[src/rtl/axi_reg_pkg.sv]
// axi_reg_pkg: shared response codes and enums for the AXI4-Lite register bridge.
package axi_reg_pkg;
    localparam logic [1:0] RESP_OKAY   = 2'b00;
    localparam logic [1:0] RESP_SLVERR = 2'b10;
    typedef enum logic [2:0] {IDLE, WACC, WRESP, RACC, RRESP} bridge_state_e;
    typedef enum logic {PRIO_WRITE, PRIO_READ} prio_e;
endpackage

[src/rtl/axi_lite_reg_bridge.sv]
// axi_lite_reg_bridge: AXI4-Lite slave to one-cycle register-port strobe bridge.
// Optional address range check enabled by AXI_LITE_REG_BRIDGE_RANGE_CHECK_EN.
module axi_lite_reg_bridge
    import axi_reg_pkg::*;
#(
    parameter int                    ADDR_WIDTH = 64,
    parameter int                    DATA_WIDTH = 64,
    parameter int                    ID_WIDTH   = 4,
    parameter logic [ADDR_WIDTH-1:0] ADDR_SPAN  = 'h800
) (
    input  logic                    clk_i,
    input  logic                    rst_ni,
    input  logic                    aw_valid_i,
    output logic                    aw_ready_o,
    input  logic [ADDR_WIDTH-1:0]   aw_addr_i,
    input  logic [ID_WIDTH-1:0]     aw_id_i,
    input  logic                    w_valid_i,
    output logic                    w_ready_o,
    input  logic [DATA_WIDTH-1:0]   w_data_i,
    input  logic [DATA_WIDTH/8-1:0] w_strb_i,
    output logic                    b_valid_o,
    input  logic                    b_ready_i,
    output logic [1:0]              b_resp_o,
    output logic [ID_WIDTH-1:0]     b_id_o,
    input  logic                    ar_valid_i,
    output logic                    ar_ready_o,
    input  logic [ADDR_WIDTH-1:0]   ar_addr_i,
    input  logic [ID_WIDTH-1:0]     ar_id_i,
    output logic                    r_valid_o,
    input  logic                    r_ready_i,
    output logic [DATA_WIDTH-1:0]   r_data_o,
    output logic [1:0]              r_resp_o,
    output logic [ID_WIDTH-1:0]     r_id_o,
    output logic                    r_last_o,
    output logic [ADDR_WIDTH-1:0]   address_o,
    output logic                    en_o,
    output logic                    we_o,
    output logic [DATA_WIDTH/8-1:0] be_o,
    output logic [DATA_WIDTH-1:0]   data_o,
    input  logic [DATA_WIDTH-1:0]   data_i
);
`ifdef AXI_LITE_REG_BRIDGE_RANGE_CHECK_EN
    localparam bit RANGE_CHECK = 1'b1;
`else
    localparam bit RANGE_CHECK = 1'b0;
`endif
    localparam int STRB_WIDTH = DATA_WIDTH / 8;

    bridge_state_e         state_q, state_d;
    prio_e                 prio_q, prio_d;
    logic                  aw_held_q, aw_held_d, w_held_q, w_held_d;
    logic [ADDR_WIDTH-1:0] aw_addr_q, aw_addr_d, ar_addr_q, ar_addr_d;
    logic [ID_WIDTH-1:0]   aw_id_q, aw_id_d, ar_id_q, ar_id_d;
    logic [DATA_WIDTH-1:0] w_data_q, w_data_d, r_data_q, r_data_d;
    logic [STRB_WIDTH-1:0] w_strb_q, w_strb_d;
    logic [1:0]            resp_q, resp_d;
    logic                  idle, acc, range_err, aw_hs, w_hs, ar_hs;
    logic [ADDR_WIDTH-1:0] acc_addr;

    always_ff @(posedge clk_i or negedge rst_ni) begin
        if (!rst_ni) state_q <= IDLE;
        else         state_q <= state_d;
    end

    always_comb begin
        state_d = state_q;
        case (state_q)
            IDLE:    state_d = ((aw_hs | aw_held_q) & (w_hs | w_held_q)) ? WACC : ar_hs ? RACC : IDLE;
            WACC:    state_d = WRESP;
            WRESP:   state_d = b_ready_i ? IDLE : WRESP;
            RACC:    state_d = RRESP;
            RRESP:   state_d = r_ready_i ? IDLE : RRESP;
            default: state_d = IDLE;
        endcase
    end

    // Readys may look at the other channel's valid; valids only ever follow state.
    always_comb begin
        idle       = state_q == IDLE;
        aw_ready_o = idle & !aw_held_q & !(ar_valid_i & (prio_q == PRIO_READ) & !w_held_q);
        w_ready_o  = idle & !w_held_q & !(ar_valid_i & (prio_q == PRIO_READ) & !aw_held_q);
        ar_ready_o = idle & !aw_held_q & !w_held_q & !(aw_valid_i & (prio_q == PRIO_WRITE));
        aw_hs      = aw_valid_i & aw_ready_o;
        w_hs       = w_valid_i & w_ready_o;
        ar_hs      = ar_valid_i & ar_ready_o;
        acc        = (state_q == WACC) | (state_q == RACC);
        acc_addr   = (state_q == WACC) ? aw_addr_q : (state_q == RACC) ? ar_addr_q : '0;
        range_err  = RANGE_CHECK && (acc_addr >= ADDR_SPAN);
        en_o       = acc & !range_err;
        we_o       = en_o & (state_q == WACC);
        address_o  = acc_addr;
        data_o     = (state_q == WACC) ? w_data_q : '0;
        be_o       = (state_q == WACC) ? w_strb_q : '0;
        b_valid_o  = state_q == WRESP;
        b_id_o     = aw_id_q;
        b_resp_o   = resp_q;
        r_valid_o  = state_q == RRESP;
        r_id_o     = ar_id_q;
        r_data_o   = r_data_q;
        r_resp_o   = resp_q;
        r_last_o   = 1'b1;
    end

    always_comb begin
        aw_held_d = (state_q == WRESP && b_ready_i) ? 1'b0 : aw_held_q | aw_hs;
        w_held_d  = (state_q == WRESP && b_ready_i) ? 1'b0 : w_held_q | w_hs;
        aw_addr_d = aw_hs ? aw_addr_i : aw_addr_q;
        aw_id_d   = aw_hs ? aw_id_i : aw_id_q;
        w_data_d  = w_hs ? w_data_i : w_data_q;
        w_strb_d  = w_hs ? w_strb_i : w_strb_q;
        ar_addr_d = ar_hs ? ar_addr_i : ar_addr_q;
        ar_id_d   = ar_hs ? ar_id_i : ar_id_q;
        r_data_d  = (state_q == RACC) ? (range_err ? '0 : data_i) : r_data_q;
        resp_d    = acc ? (range_err ? RESP_SLVERR : RESP_OKAY) : resp_q;
        prio_d    = (state_q == WACC) ? PRIO_READ : (state_q == RACC) ? PRIO_WRITE : prio_q;
    end

    always_ff @(posedge clk_i or negedge rst_ni) begin
        if (!rst_ni) begin
            prio_q    <= PRIO_WRITE;
            aw_held_q <= 1'b0;
            w_held_q  <= 1'b0;
            aw_addr_q <= '0;
            aw_id_q   <= '0;
            w_data_q  <= '0;
            w_strb_q  <= '0;
            ar_addr_q <= '0;
            ar_id_q   <= '0;
            r_data_q  <= '0;
            resp_q    <= RESP_OKAY;
        end else begin
            prio_q    <= prio_d;
            aw_held_q <= aw_held_d;
            w_held_q  <= w_held_d;
            aw_addr_q <= aw_addr_d;
            aw_id_q   <= aw_id_d;
            w_data_q  <= w_data_d;
            w_strb_q  <= w_strb_d;
            ar_addr_q <= ar_addr_d;
            ar_id_q   <= ar_id_d;
            r_data_q  <= r_data_d;
            resp_q    <= resp_d;
        end
    end
endmodule

[config.mk]
export PLATFORM = sky130hd
export DESIGN_NAME = axi_lite_reg_bridge
export DESIGN_NICKNAME = d
export VERILOG_FILES = /design/src/rtl/axi_reg_pkg.sv /design/src/rtl/axi_lite_reg_bridge.sv
export SDC_FILE = /design/constraint.sdc
export NUM_CORES = 1
export LEC_CHECK = 0
export ABC_AREA = 1
export CORE_AREA = 2 2 193 195
export CTS_BUF_LIST = sky130_fd_sc_hd__clkbuf_4 sky130_fd_sc_hd__clkbuf_8
export DETAILED_ROUTE_END_ITERATION = 8
export DIE_AREA = 0 0 195 197
export PLACE_DENSITY = 0.73
export RECOVER_POWER = 100
export SLEW_MARGIN = 40
export SYNTH_ARGS = -nofsm -noshare
export SYNTH_HDL_FRONTEND = slang
export SYNTH_SLANG_ARGS = --single-unit
export TNS_END_PERCENT = 5
[constraint.sdc]
create_clock -name clk_i -period 2.5 [get_ports clk_i]
set_input_delay 0.5 -clock clk_i [delete_from_list [all_inputs] [get_ports clk_i]]
set_output_delay 0.5 -clock clk_i [all_outputs]
set_load 0.03 [all_outputs]
## Word level (Yosys, flattened, before mapping)

Cells that the tools add are included.

| cells by class | value |
|---|---|
| equality and inequality tests | 4 |
| muxes and demuxes | 13 |
| bitwise gates (word level) | 19 |
| reduce and logical (&&, ||, !) cells | 8 |

Operators by type and width:

| cell | count |
|---|---|
| 64-bit two-way mux | 3 |
| 1-bit bitwise AND | 15 |
| 3-bit case mux with 5 select lines | 1 |
| 8-bit two-way mux | 1 |
| 3-bit by 2-bit == test with 1-bit output, second input constant | 2 |
| 2-bit two-way mux | 3 |
| 1-bit logical NOT | 5 |
| 1-bit two-way mux | 4 |
| 3-bit by 1-bit == test with 1-bit output, second input constant | 1 |
| 3-bit == test, second input constant | 1 |
| 3-bit logical NOT | 1 |
| 3-bit two-way mux | 1 |
| 1-bit bitwise OR | 3 |
| 2-bit nonzero test | 1 |
| 1-bit logical AND | 1 |
| 1-bit NOT | 1 |

| word-level totals | value |
|---|---|
| register bits after elaboration | 278 |
| bits of input ports | 279 |
| output and inout port bits | 220 |
| word-level logic and storage cells | 55 |

## Depth between registers and ports, before layout

Gate-level depths: netlist (run 1).

| logic depth | value |
|---|---|
| depth after elaboration | 9 |
| mapped depth | 9 |
| mapped depth without buffers | 7 |

## Least setup slack after synthesis (run 1)

Ideal clock, no wire load.

| timing path | value |
|---|---|
| path type | register -> output |
| from | register state_q[0] |
| to | output address_o[54] |
| data arrival time | 2.044 ns |
| data required time | 2.000 ns |
| setup slack | -0.044 ns |
| stages on the path, launching flop included | 7 |
| cells stage by stage | dfrtp_1 inv_1 nor2_1 inv_1 nor2_1 clkbuf_1 a22o_1 |

| between the ends | value |
|---|---|
| cells in the longest elaborated chain, start to end | 3 |
| elaborated cells on any way between the ends | 4 |
| those cells by class | eq/ne: 2; mux: 2 |

RTL lines:

| what | line | source |
|---|---|---|
| from (decl) | axi_lite_reg_bridge.sv:49 | `bridge_state_e state_q, state_d;` |
| from (signal assigned) | axi_lite_reg_bridge.sv:62 | `else state_q <= state_d;` |
| 3-bit by 2-bit == test with 1-bit output | axi_lite_reg_bridge.sv:87 | `acc_addr = (state_q == WACC) ? aw_addr_q : (state_q == RACC) ? ar_addr_q : '0;` |
| 64-bit two-way mux | axi_lite_reg_bridge.sv:87 |  |
| 64-bit two-way mux * | axi_lite_reg_bridge.sv:87 |  |
| to (decl) | axi_lite_reg_bridge.sv:35 | `output logic [ADDR_WIDTH-1:0] address_o,` |

Mark *: on every way between the ends. The rest lies on a longest branch, timed or not.

## Worst setup path in the final report (run 1)

| timing path | value |
|---|---|
| from | register state_q[2] |
| to | output data_o[53] |

| between the ends | value |
|---|---|
| cells in the longest elaborated chain, start to end | 2 |

RTL lines:

| what | line | source |
|---|---|---|
| 3-bit by 1-bit == test with 1-bit output | axi_lite_reg_bridge.sv:92 | `data_o = (state_q == WACC) ? w_data_q : '0;` |
| 64-bit two-way mux | axi_lite_reg_bridge.sv:92 |  |
| to (decl) | axi_lite_reg_bridge.sv:39 | `output logic [DATA_WIDTH-1:0] data_o,` |

No other way between the ends.

==> results of run 1 <==
## Yosys cell counts (2+ instances only)
library cell / instances / area share, %
clkbuf_1: 61 / 1.9
nand3_1: 145 / 6.0
a21oi_1: 3 / 0.12
conb_1: 2 / 0.062
nand2_1: 548 / 17
inv_1: 152 / 4.7
dfrtp_1: 278 / 58
buf_4: 12 / 0.75
nor2_1: 77 / 2.4
buf_1: 2 / 0.062
a22o_1: 64 / 4.7
o21ai_0: 68 / 2.8
buf_2: 24 / 1.0
## metal layers
metal	vias up	share of wire (%)	wire length (um)	global-route usage (%)
met5	-	0	0	0
met4	0	5.4	2340	10.9
met3	145	7.4	3170	5.10
met2	537	49	20900	35.3
met1	5477	38	16400	24.6
li1	5498	-	-	-
## final cells by class
| type | instances | area (um2) | area share [%] |
|---|---|---|---|
| tap | 468 | 586 | 2.99 |
| clock inverter | 9 | 105 | 0.537 |
| timing repair buffer | 545 | 5760 | 29.5 |
| sequential | 278 | 6960 | 35.6 |
| inverter | 153 | 589 | 3.01 |
| multi-input combinational | 917 | 4540 | 23.2 |
| antenna | 3 | 7.51 | 0.0384 |
| clock buffer | 82 | 1020 | 5.22 |
## cells by family after synthesis
kind of cell / count (synthesis)
AO/OA/AOI/OAI: 138
AND/OR/NAND/NOR: 774
buffers and inverters: 253
other: 2
flip-flops: 278
## stage by stage
stage               power, uW  TNS, ps
detailed placement      17500        0
floorplan               13400        0
global route            25100    -9550
CTS                     23000    -4250
global placement        17300        0
finish                  23700        0
## power by group through the flow
stage          Sequential [uW]  Combinational, uW  Clock (uW)
2_1_floorplan             8670               4720           0
5_1_grt                   8090              12000        5050
3_3_place_gp              7820               9450           0
6_report                  7860              11100        4700
4_1_cts                   7830              10400        4830
3_5_place_dp              7870               9640           0
## flip-flops by register name, indices dropped and copies added, names as in the netlist
| signal | count |
|---|---|
| state_q | 3 |
| ar_addr_q | 64 |
| aw_addr_q | 64 |
| r_data_o | 64 |
| aw_held_q | 1 |
| prio_q | 1 |
| w_strb_q | 8 |
| w_data_q | 64 |
| r_id_o | 4 |
| b_id_o | 4 |
| w_held_q | 1 |
## path summary, 6_finish.rpt
check / slack (ps) / from / depth (start not counted) / end
worst max-delay path: 5 / state_q[2] / 8 / data_o[53]
worst min-delay path: 430 / w_valid_i / 3 / w_strb_q[5]
worst max register to register: 550 / state_q[0] / 6 / r_data_o[52]
worst min register to register: 470 / w_data_q[21] / 2 / w_data_q[21]
max in group asynchronous: 250 / rst_ni / 3 / state_q[2]
min in group asynchronous: 940 / rst_ni / 2 / w_strb_q[3]
## worst max-delay path, stage by stage, from the launching register on
cell and delay (ps):
dfrtp_1 410, nor2_4 150, inv_2 60, nor2_4 110, buf_12 160, inv_12 70
buf_16 170, nor2_4 140, buf_6 140
## timing repair
| action | in CTS | in global routing |
|---|---|---|
| hold buffers | 1 | 0 |
| gates cloned | 3 | 7 |
| setup endpoints to repair | 142 | 137 |
| gates resized for setup | 162 | 118 |
| pin swaps | 17 | 29 |
| setup buffers | 3 | 6 |
| hold endpoints to repair | 66 | 0 |
==> impl_metrics.json, run 1 <==
{
  "p_switching_uw": 9860,
  "h-tree-depth": 2,
  "synth_top_flop_cell": "dfrtp_1",
  "switching_share_pct": 41.6,
  "grt_pass1_wl_um": 63000,
  "cts_root_buffer": "clkbuf_8",
  "synthSimpleGateAreaFrac_pct": 25.8,
  "required_ps": 2000,
  "finish.net_count": 2224,
  "fin_skew_ps": 26.7,
  "synth-seq-cells": 278,
  "utilization_pct": 54.0,
  "port_buffers": 493,
  "slew_headroom_pct": -20.5,
  "p_leak_uw": 0.00978,
  "internal-power_uw": 13800,
  "hold_ws_ps": 434,
  "critical_path_arrival_ps": 1990,
  "die_w_um": 195,
  "syn_inst": 1445,
  "layout-drive-gt1-share_pct": 18.6,
  "routedWlPerCell_um": 17.5,
  "initial_core_util_pct": 33.2,
  "synth.avg_cell_area_um2": 8.33,
  "grt_max_degree": 77,
  "row_count": 70,
  "synth-warning-count": 0,
  "fillers": 3198,
  "worst_pin_slew_ps": 1810,
  "ys_seq_area_share_pct": 57.8,
  "drt-total-wl_um": 42900,
  "final_cell_mix": "545 x nand2_1, 347 x clkdlybuf4s50_1, 278 x dfrtp_1",
  "vias": 11700,
  "grt_usage_pct": 20.8,
  "violations": "max-capacitance violations, max-slew violations",
  "final_cells": 2455,
  "clock_insertion_delay_worst_skew_ps": 590,
  "pwr_density_cell_nw_per_um2": 1210,
  "cts_tree": "built",
  "fin_crit_ps": 2490,
  "synth-xor-area-share_pct": 0,
  "drt_iter0_drc": 611,
  "ys_types": 22,
  "die_y_um": 197,
  "fin_ws_ps": 5.13,
  "gp_congestion": 0.844,
  "postLayoutCellArea_um2": 19600,
  "dieArea_um2": 38400,
  "cts_buffers": 50,
  "path_class": "register to primary output",
  "cp-end-kind": "primary output",
  "setup-violations-final": 0,
  "fin_crit_sh_pct": 99.8,
  "max_freq_ghz": 0.401,
  "hold_violations": 0,
  "core-area_um2": 36300,
  "yosys.area_share.adder_pct": 0,
  "status": "complete, but fails checks",
  "clk_pin_slew_ps": 60,
  "place_hpwl_um": 28400,
  "vdd_drop_max_uv": 802,
  "antenna_found_initial": 3,
  "firstDrtPassIters": 5,
  "rsz0062_at_grt": "yes",
  "cap_viol_max_count": 1,
  "p_clk_share_pct": 19.8,
  "dp_slack_ps": 147,
  "pwr-share-comb_pct": 46.9,
  "final_antenna_net_count": 0,
  "netlist_area_um2": 12000,
  "ioPinCount": 499,
  "synth_top_family_by_area": "simple AND/OR/NAND/NOR gates",
  "dp.cells": 2341,
  "cts_num_sinks": 278,
  "synth_compound_area_share_pct": 7.79,
  "placed_cell_area_um2": 17200,
  "min_path_type": "primary input to register",
  "gr-total-overflow": 0,
  "cp-start-kind": "register",
  "grt_pass1_vias": 11600,
  "seq_power_share_pct": 33.2,
  "area_growth_pct": 62.5,
  "synth_edf_count": 0,
  "cp_max_fo": 10,
  "final_max_slew_viol_count": 76,
  "drc_errors": 0,
  "via_per_inst": 4.75,
  "layout_commonest_cell": "nand2_1",
  "synthArstFlopShare_pct": 100,
  "muxShareOfSynthArea_pct": 0,
  "cts_buffer_depth": 3
}
(Power assumes the default switching activity.)
==> inputs of run 2 (changes only) <==
--- a/config.mk
+++ b/config.mk
@@ -7,7 +7,7 @@
 export LEC_CHECK = 0
 export ABC_AREA = 1
 export CORE_AREA = 2 2 193 195
-export CTS_BUF_LIST = sky130_fd_sc_hd__clkbuf_4 sky130_fd_sc_hd__clkbuf_8
+export CTS_BUF_LIST = sky130_fd_sc_hd__clkbuf_4
 export DETAILED_ROUTE_END_ITERATION = 8
 export DIE_AREA = 0 0 195 197
 export PLACE_DENSITY = 0.73
==> run 2 against run 1 <==
Non-clock buffer count down 1. Sequential power hardly changed. Core utilization is 0.85 points lower. Register-to-register slack worse by 40 ps. Largest cell class unchanged. The run ends with max-capacitance violations, max-slew violations, negative setup slack left.
==> impl_metrics.json, run 2 (synthesis gave the netlist of run 1 again) <==
{
  "tns_ps": -8490,
  "cp-start-kind": "register",
  "gp_congestion": 0.844,
  "final_cell_mix": "544 x nand2_1, 347 x clkdlybuf4s50_1, 278 x dfrtp_1",
  "grt_max_degree": 77,
  "grt_use_met3_pct": 5.82,
  "utilization_pct": 53.1,
  "area_growth_pct": 59.9,
  "fin_crit_sh_pct": 105,
  "met2_usage_pct": 35.7,
  "initial_core_util_pct": 33.2,
  "rsz0062_at_grt": "yes",
  "path_buf_inv": 5,
  "cts_tree": "built",
  "drt-total-wl_um": 43000,
  "via_per_inst": 4.73,
  "firstDrtPassIters": 5,
  "drt_iter0_drc": 502,
  "clock_insertion_delay_worst_skew_ps": 720,
  "port_buffers": 493,
  "vdd_drop_max_uv": 523,
  "max_freq_ghz": 0.381,
  "ioPinCount": 499,
  "die_w_um": 195,
  "required_ps": 2000,
  "drc_errors": 0,
  "pwr_density_cell_nw_per_um2": 1190,
  "min_path_type": "primary input to register",
  "finish.net_count": 2249,
  "p_total_uw": 22800,
  "postLayoutCellArea_um2": 19300,
  "core-area_um2": 36300,
  "final_antenna_net_count": 0,
  "fin_crit_ps": 2630,
  "fin_skew_ps": 50.1,
  "grt_usage_pct": 21.4,
  "grt_use_met1_pct": 24.8,
  "place_hpwl_um": 28400,
  "slew_headroom_pct": -34.2,
  "cp-end-kind": "primary output",
  "routedWlPerCell_um": 17.3,
  "final_max_slew_viol_count": 76,
  "violations": "max-capacitance violations, max-slew violations, negative setup slack",
  "grt_pass1_wl_um": 64200,
  "grt_pass1_vias": 11900,
  "p_leak_uw": 0.00973,
  "fillers": 3284,
  "fin_ws_ps": -126,
  "path_class": "register to primary output",
  "worstPathCellList": "nor2_4 -> inv_2 -> nor2_4 -> buf_12 -> inv_12 -> buf_16 -> nor2_1 -> buf_4",
  "antenna_found_initial": 5,
  "final_cells": 2491,
  "critical_path.max_stage_delay_ps": 410,
  "vias": 11800,
  "clk_pin_slew_ps": 80,
  "cts_buffers": 76,
  "crit_top_cell": "nor2_4",
  "slowest_stage": "dfrtp_1",
  "setup-violations-final": 130,
  "grt.busiest_layer": "met2",
  "placed_cell_area_um2": 17200,
  "cap_viol_max_count": 1,
  "worst_pin_slew_ps": 2010,
  "critical_path_arrival_ps": 2130,
  "h-tree-depth": 3,
  "cts_num_sinks": 278,
  "cp_max_fo": 12,
  "status": "complete, but fails checks",
  "row_count": 70,
  "layout-drive-gt1-share_pct": 19.1,
  "dp.cells": 2341,
  "gr-total-overflow": 0,
  "die_y_um": 197,
  "dieArea_um2": 38400,
  "hold_violations": 0,
  "cts_buffer_depth": 3,
  "layout_commonest_cell": "nand2_1",
  "critical_path.top_delay_family": "buffers and inverters",
  "cts_root_buffer": "clkbuf_4"
}
-- run 2: cell types whose count changed in the layout (fill, tap and decap cells not counted), sizes merged --
| cell | previous run | this run |
|---|---|---|
| clkdlybuf4s15 | 0 | 2 |
| buf | 183 | 181 |
| clkbuf | 94 | 120 |
| dlygate4sd2 | 2 | 1 |
| clkinvlp | 1 | 2 |
| bufinv | 2 | 1 |
| clkinv | 4 | 13 |
| diode | 3 | 5 |
-- run 2: per-layer routing --
layer,up-vias,share of wire [%]
met5,-,0
met3,118,7.5
li1,5583,-
met2,529,49
met1,5541,38
met4,0,4.8
-- run 2: path summary, 6_finish.rpt --
path | end | slack (ps) | start | cells after the start
setup / recovery | data_o[58] | -130 | state_q[2] | 8
hold / removal | r_data_o[14] | 310 | data_i[14] | 3
setup reg to reg | r_data_o[52] | 510 | state_q[0] | 6
hold reg to reg | w_strb_q[3] | 470 | w_strb_q[3] | 2
max in group asynchronous | state_q[2] | 220 | rst_ni | 3
min in group asynchronous | w_strb_q[3] | 900 | rst_ni | 2
-- run 2: power by group --
part | internal (uW) | switching, uW | leakage, uW
Combinational | 4440 | 6560 | 0.00571
Sequential | 6590 | 1280 | 0.00347
Clock | 2080 | 1890 | 0.000545
-- run 2: area by class of cell --
type | instances | area, um2 | share of cell area [%]
flip-flops and latches | 278 | 6960 | 36.1
repair buffers | 544 | 5770 | 30.0
multi-input cells | 917 | 4420 | 23.0
clock buffers | 108 | 811 | 4.21
inverters | 153 | 589 | 3.06
well taps | 468 | 586 | 3.04
clock inverters | 18 | 108 | 0.559
diodes | 5 | 12.5 | 0.0650
-- run 2: timing repair --
item | CTS | global route
setup endpoints to repair | 143 | 140
pin swaps | 14 | 25
buffers inserted | 4 | 2
hold buffers | 1 | 0
cloned | 5 | 7
resized for setup | 193 | 60
endpoints found under the hold margin | 66 | 0
-- run 2: metrics by stage --
step	setup slack, ps	hold WS (ps)
after floorplan	132	204
after global placement	251	454
after detailed placement	147	459
after CTS	-232	206
after global routing	-283	256
final	-126	312
-- run 2: tightest hold or removal path: stages --
cell             delay [ps]
clkdlybuf4s50_1         400
nand2_1                  60
nand2_1                  40
==> inputs of run 3 (changes only) <==
--- a/config.mk
+++ b/config.mk
@@ -6,10 +6,12 @@
 export NUM_CORES = 1
 export LEC_CHECK = 0
 export ABC_AREA = 1
+export CAP_MARGIN = 20
 export CORE_AREA = 2 2 193 195
 export CTS_BUF_LIST = sky130_fd_sc_hd__clkbuf_4
 export DETAILED_ROUTE_END_ITERATION = 8
 export DIE_AREA = 0 0 195 197
+export GPL_TIMING_DRIVEN = 0
 export PLACE_DENSITY = 0.73
 export RECOVER_POWER = 100
 export SLEW_MARGIN = 40
==> constraint.sdc (replaced) <==
create_clock -name clk_i -period 3 [get_ports clk_i]
set_input_delay 0.6 -clock clk_i [delete_from_list [all_inputs] [get_ports clk_i]]
set_output_delay 0.6 -clock clk_i [all_outputs]
set_load 0.03 [all_outputs]
==> run 3 against run 2 <==
The flow finishes with violations (max-capacitance violations, max-slew violations). Non-clock buffer count rose by 55. First-iteration DRC count rose by 10%. Combinational power fell by 26%. Register-to-register slack improved by 380 ps. Die area did not move. Largest power group unchanged. Clock power fell by 13%. Clock skew fell by 5.2 ps.
==> impl_metrics.json, run 3 (synthesis gave the netlist of run 1 again) <==
{
  "hold_ws_ps": 414,
  "grt_pass1_wl_um": 67800,
  "drt_iter0_drc": 552,
  "row_count": 70,
  "p_switching_uw": 7770,
  "hold_violations": 0,
  "min_path_type": "primary input to register",
  "dieArea_um2": 38400,
  "cp_max_fo": 10,
  "area_growth_pct": 52.0,
  "cts_root_buffer": "clkbuf_4",
  "layout-drive-gt1-share_pct": 15.8,
  "cts_buffer_depth": 3,
  "reg2reg_from": "state_q[1]",
  "p_total_uw": 18100,
  "critical_path_arrival_ps": 2260,
  "via_per_inst": 4.71,
  "grt_pass1_vias": 12400,
  "crit_start": "state_q[2]",
  "slew_headroom_pct": -22.3,
  "seq_power_share_pct": 35.7,
  "switching_share_pct": 42.9,
  "port_buffers": 492,
  "dp_slack_ps": -312,
  "max_freq_ghz": 0.350,
  "internal-power_uw": 10300,
  "p_clk_share_pct": 19.2,
  "final_cells": 2554,
  "gr-total-overflow": 0,
  "status": "complete, but fails checks",
  "cts_tree": "built",
  "grt_max_degree": 76,
  "ioPinCount": 499,
  "tns_ps": 0,
  "violations": "max-capacitance violations, max-slew violations",
  "layout_commonest_cell": "nand2_1",
  "initial_core_util_pct": 33.2,
  "die_y_um": 197,
  "required_ps": 2400,
  "pwr-share-comb_pct": 45.1,
  "fin_crit_sh_pct": 95.3,
  "finish.net_count": 2304,
  "cap_viol_max_count": 1,
  "gp_congestion": 0.864,
  "grt_usage_pct": 22.6,
  "h-tree-depth": 3,
  "r2r_end": "ar_addr_q[56]",
  "core-area_um2": 36300,
  "cp-start-kind": "register",
  "clock_insertion_delay_worst_skew_ps": 740,
  "clk_pin_slew_ps": 70,
  "pwr_density_cell_nw_per_um2": 988,
  "antenna_found_initial": 6,
  "setup-violations-final": 0,
  "path_class": "register to primary output",
  "fin_crit_ps": 2860,
  "rsz0062_at_grt": "yes",
  "firstDrtPassIters": 5,
  "vias": 12000,
  "vdd_drop_max_uv": 443,
  "worst_pin_slew_ps": 1830,
  "place_hpwl_um": 32100,
  "final_cell_mix": "547 x nand2_1, 351 x clkdlybuf4s50_1, 278 x dfrtp_1",
  "cp-end-kind": "primary output",
  "die_w_um": 195,
  "fin_skew_ps": 44.9,
  "fin_ws_ps": 140,
  "drt-total-wl_um": 43600,
  "drc_errors": 0,
  "crit_path_end": "data_o[51]",
  "cts_buffers": 76,
  "dp.cells": 2411,
  "routedWlPerCell_um": 17.1,
  "final_max_slew_viol_count": 64,
  "p_leak_uw": 0.00962,
  "cts_num_sinks": 278,
  "final_antenna_net_count": 0,
  "rrSetupSlack_ps": 890,
  "ff2ff_path_depth": 8
}
## run 3: changes by cell type in the layout (fill, tap and decap cells not counted), sizes merged
cell / previous run / this run
buf: 181 / 165
clkbuf: 120 / 190
clkdlybuf4s15: 2 / 3
clkdlybuf4s50: 347 / 351
clkinv: 13 / 17
diode: 5 / 4
dlygate4sd2: 1 / 2
## run 3: how the worst min path moves through the flow
stage                  start             to  slack [ps]  depth (start not counted)
6_report       aw_addr_i[23]  aw_addr_q[23]         410                          3
5_1_grt           data_i[26]   r_data_o[26]         350                          3
4_1_cts           data_i[21]   r_data_o[21]         310                          3
3_5_place_dp    w_data_q[27]   w_data_q[27]         460                          2
3_3_place_gp    w_data_q[17]   w_data_q[17]         450                          2
2_1_floorplan         rst_ni   ar_addr_q[0]         300                          0
## run 3: layout make-up
cell class	instances	area, um2
Fill cell	3528	18000
Sequential cell	278	6960
Timing Repair Buffer	499	4490
Multi-Input combinational cell	917	4130
Clock buffer	113	848
Tap cell	468	586
Buffer	100	583
Inverter	153	577
Clock inverter	22	125
Antenna cell	4	10.0
## run 3: what timing repair did
action                     4_1_cts  5_1_grt
hold buffers                     1        0
gates resized for setup        513      297
cloned                           0        1
pin swaps                        1        3
setup endpoints to repair      140      138
hold endpoints to repair        63        0
buffers inserted                 1        1
## run 3: power groups by stage
stage               Clock, uW  Sequential, uW  Combinational [uW]
finish                   3470            6460                8170
global route             3790            6670                8930
CTS                      3600            6430                8310
detailed placement          0            6470                8320
global placement            0            6420                8170
floorplan                   0            7220                3930
## run 3: through the flow
step	cell area, um2	utilization [%]
after CTS	18800	51.9
after detailed placement	17700	48.7
after global placement	17600	48.4
final	18300	50.5
after global routing	18300	50.5
after floorplan	12100	-
## run 3: layer usage
layer	track usage, %	up-vias	wire length (um)
met5	0	-	23
met4	11.3	4	1570
met3	7.26	96	3790
met2	37.5	499	21400
met1	26.4	5705	16800
li1	-	5718	-
## run 3: critical path: stages, from the launching register on
cell and delay, ps:
dfrtp_1 420, nor2_4 150, inv_1 90, nor2_4 200, inv_4 110, clkbuf_4 220, nor2_4 150, clkbuf_4 210
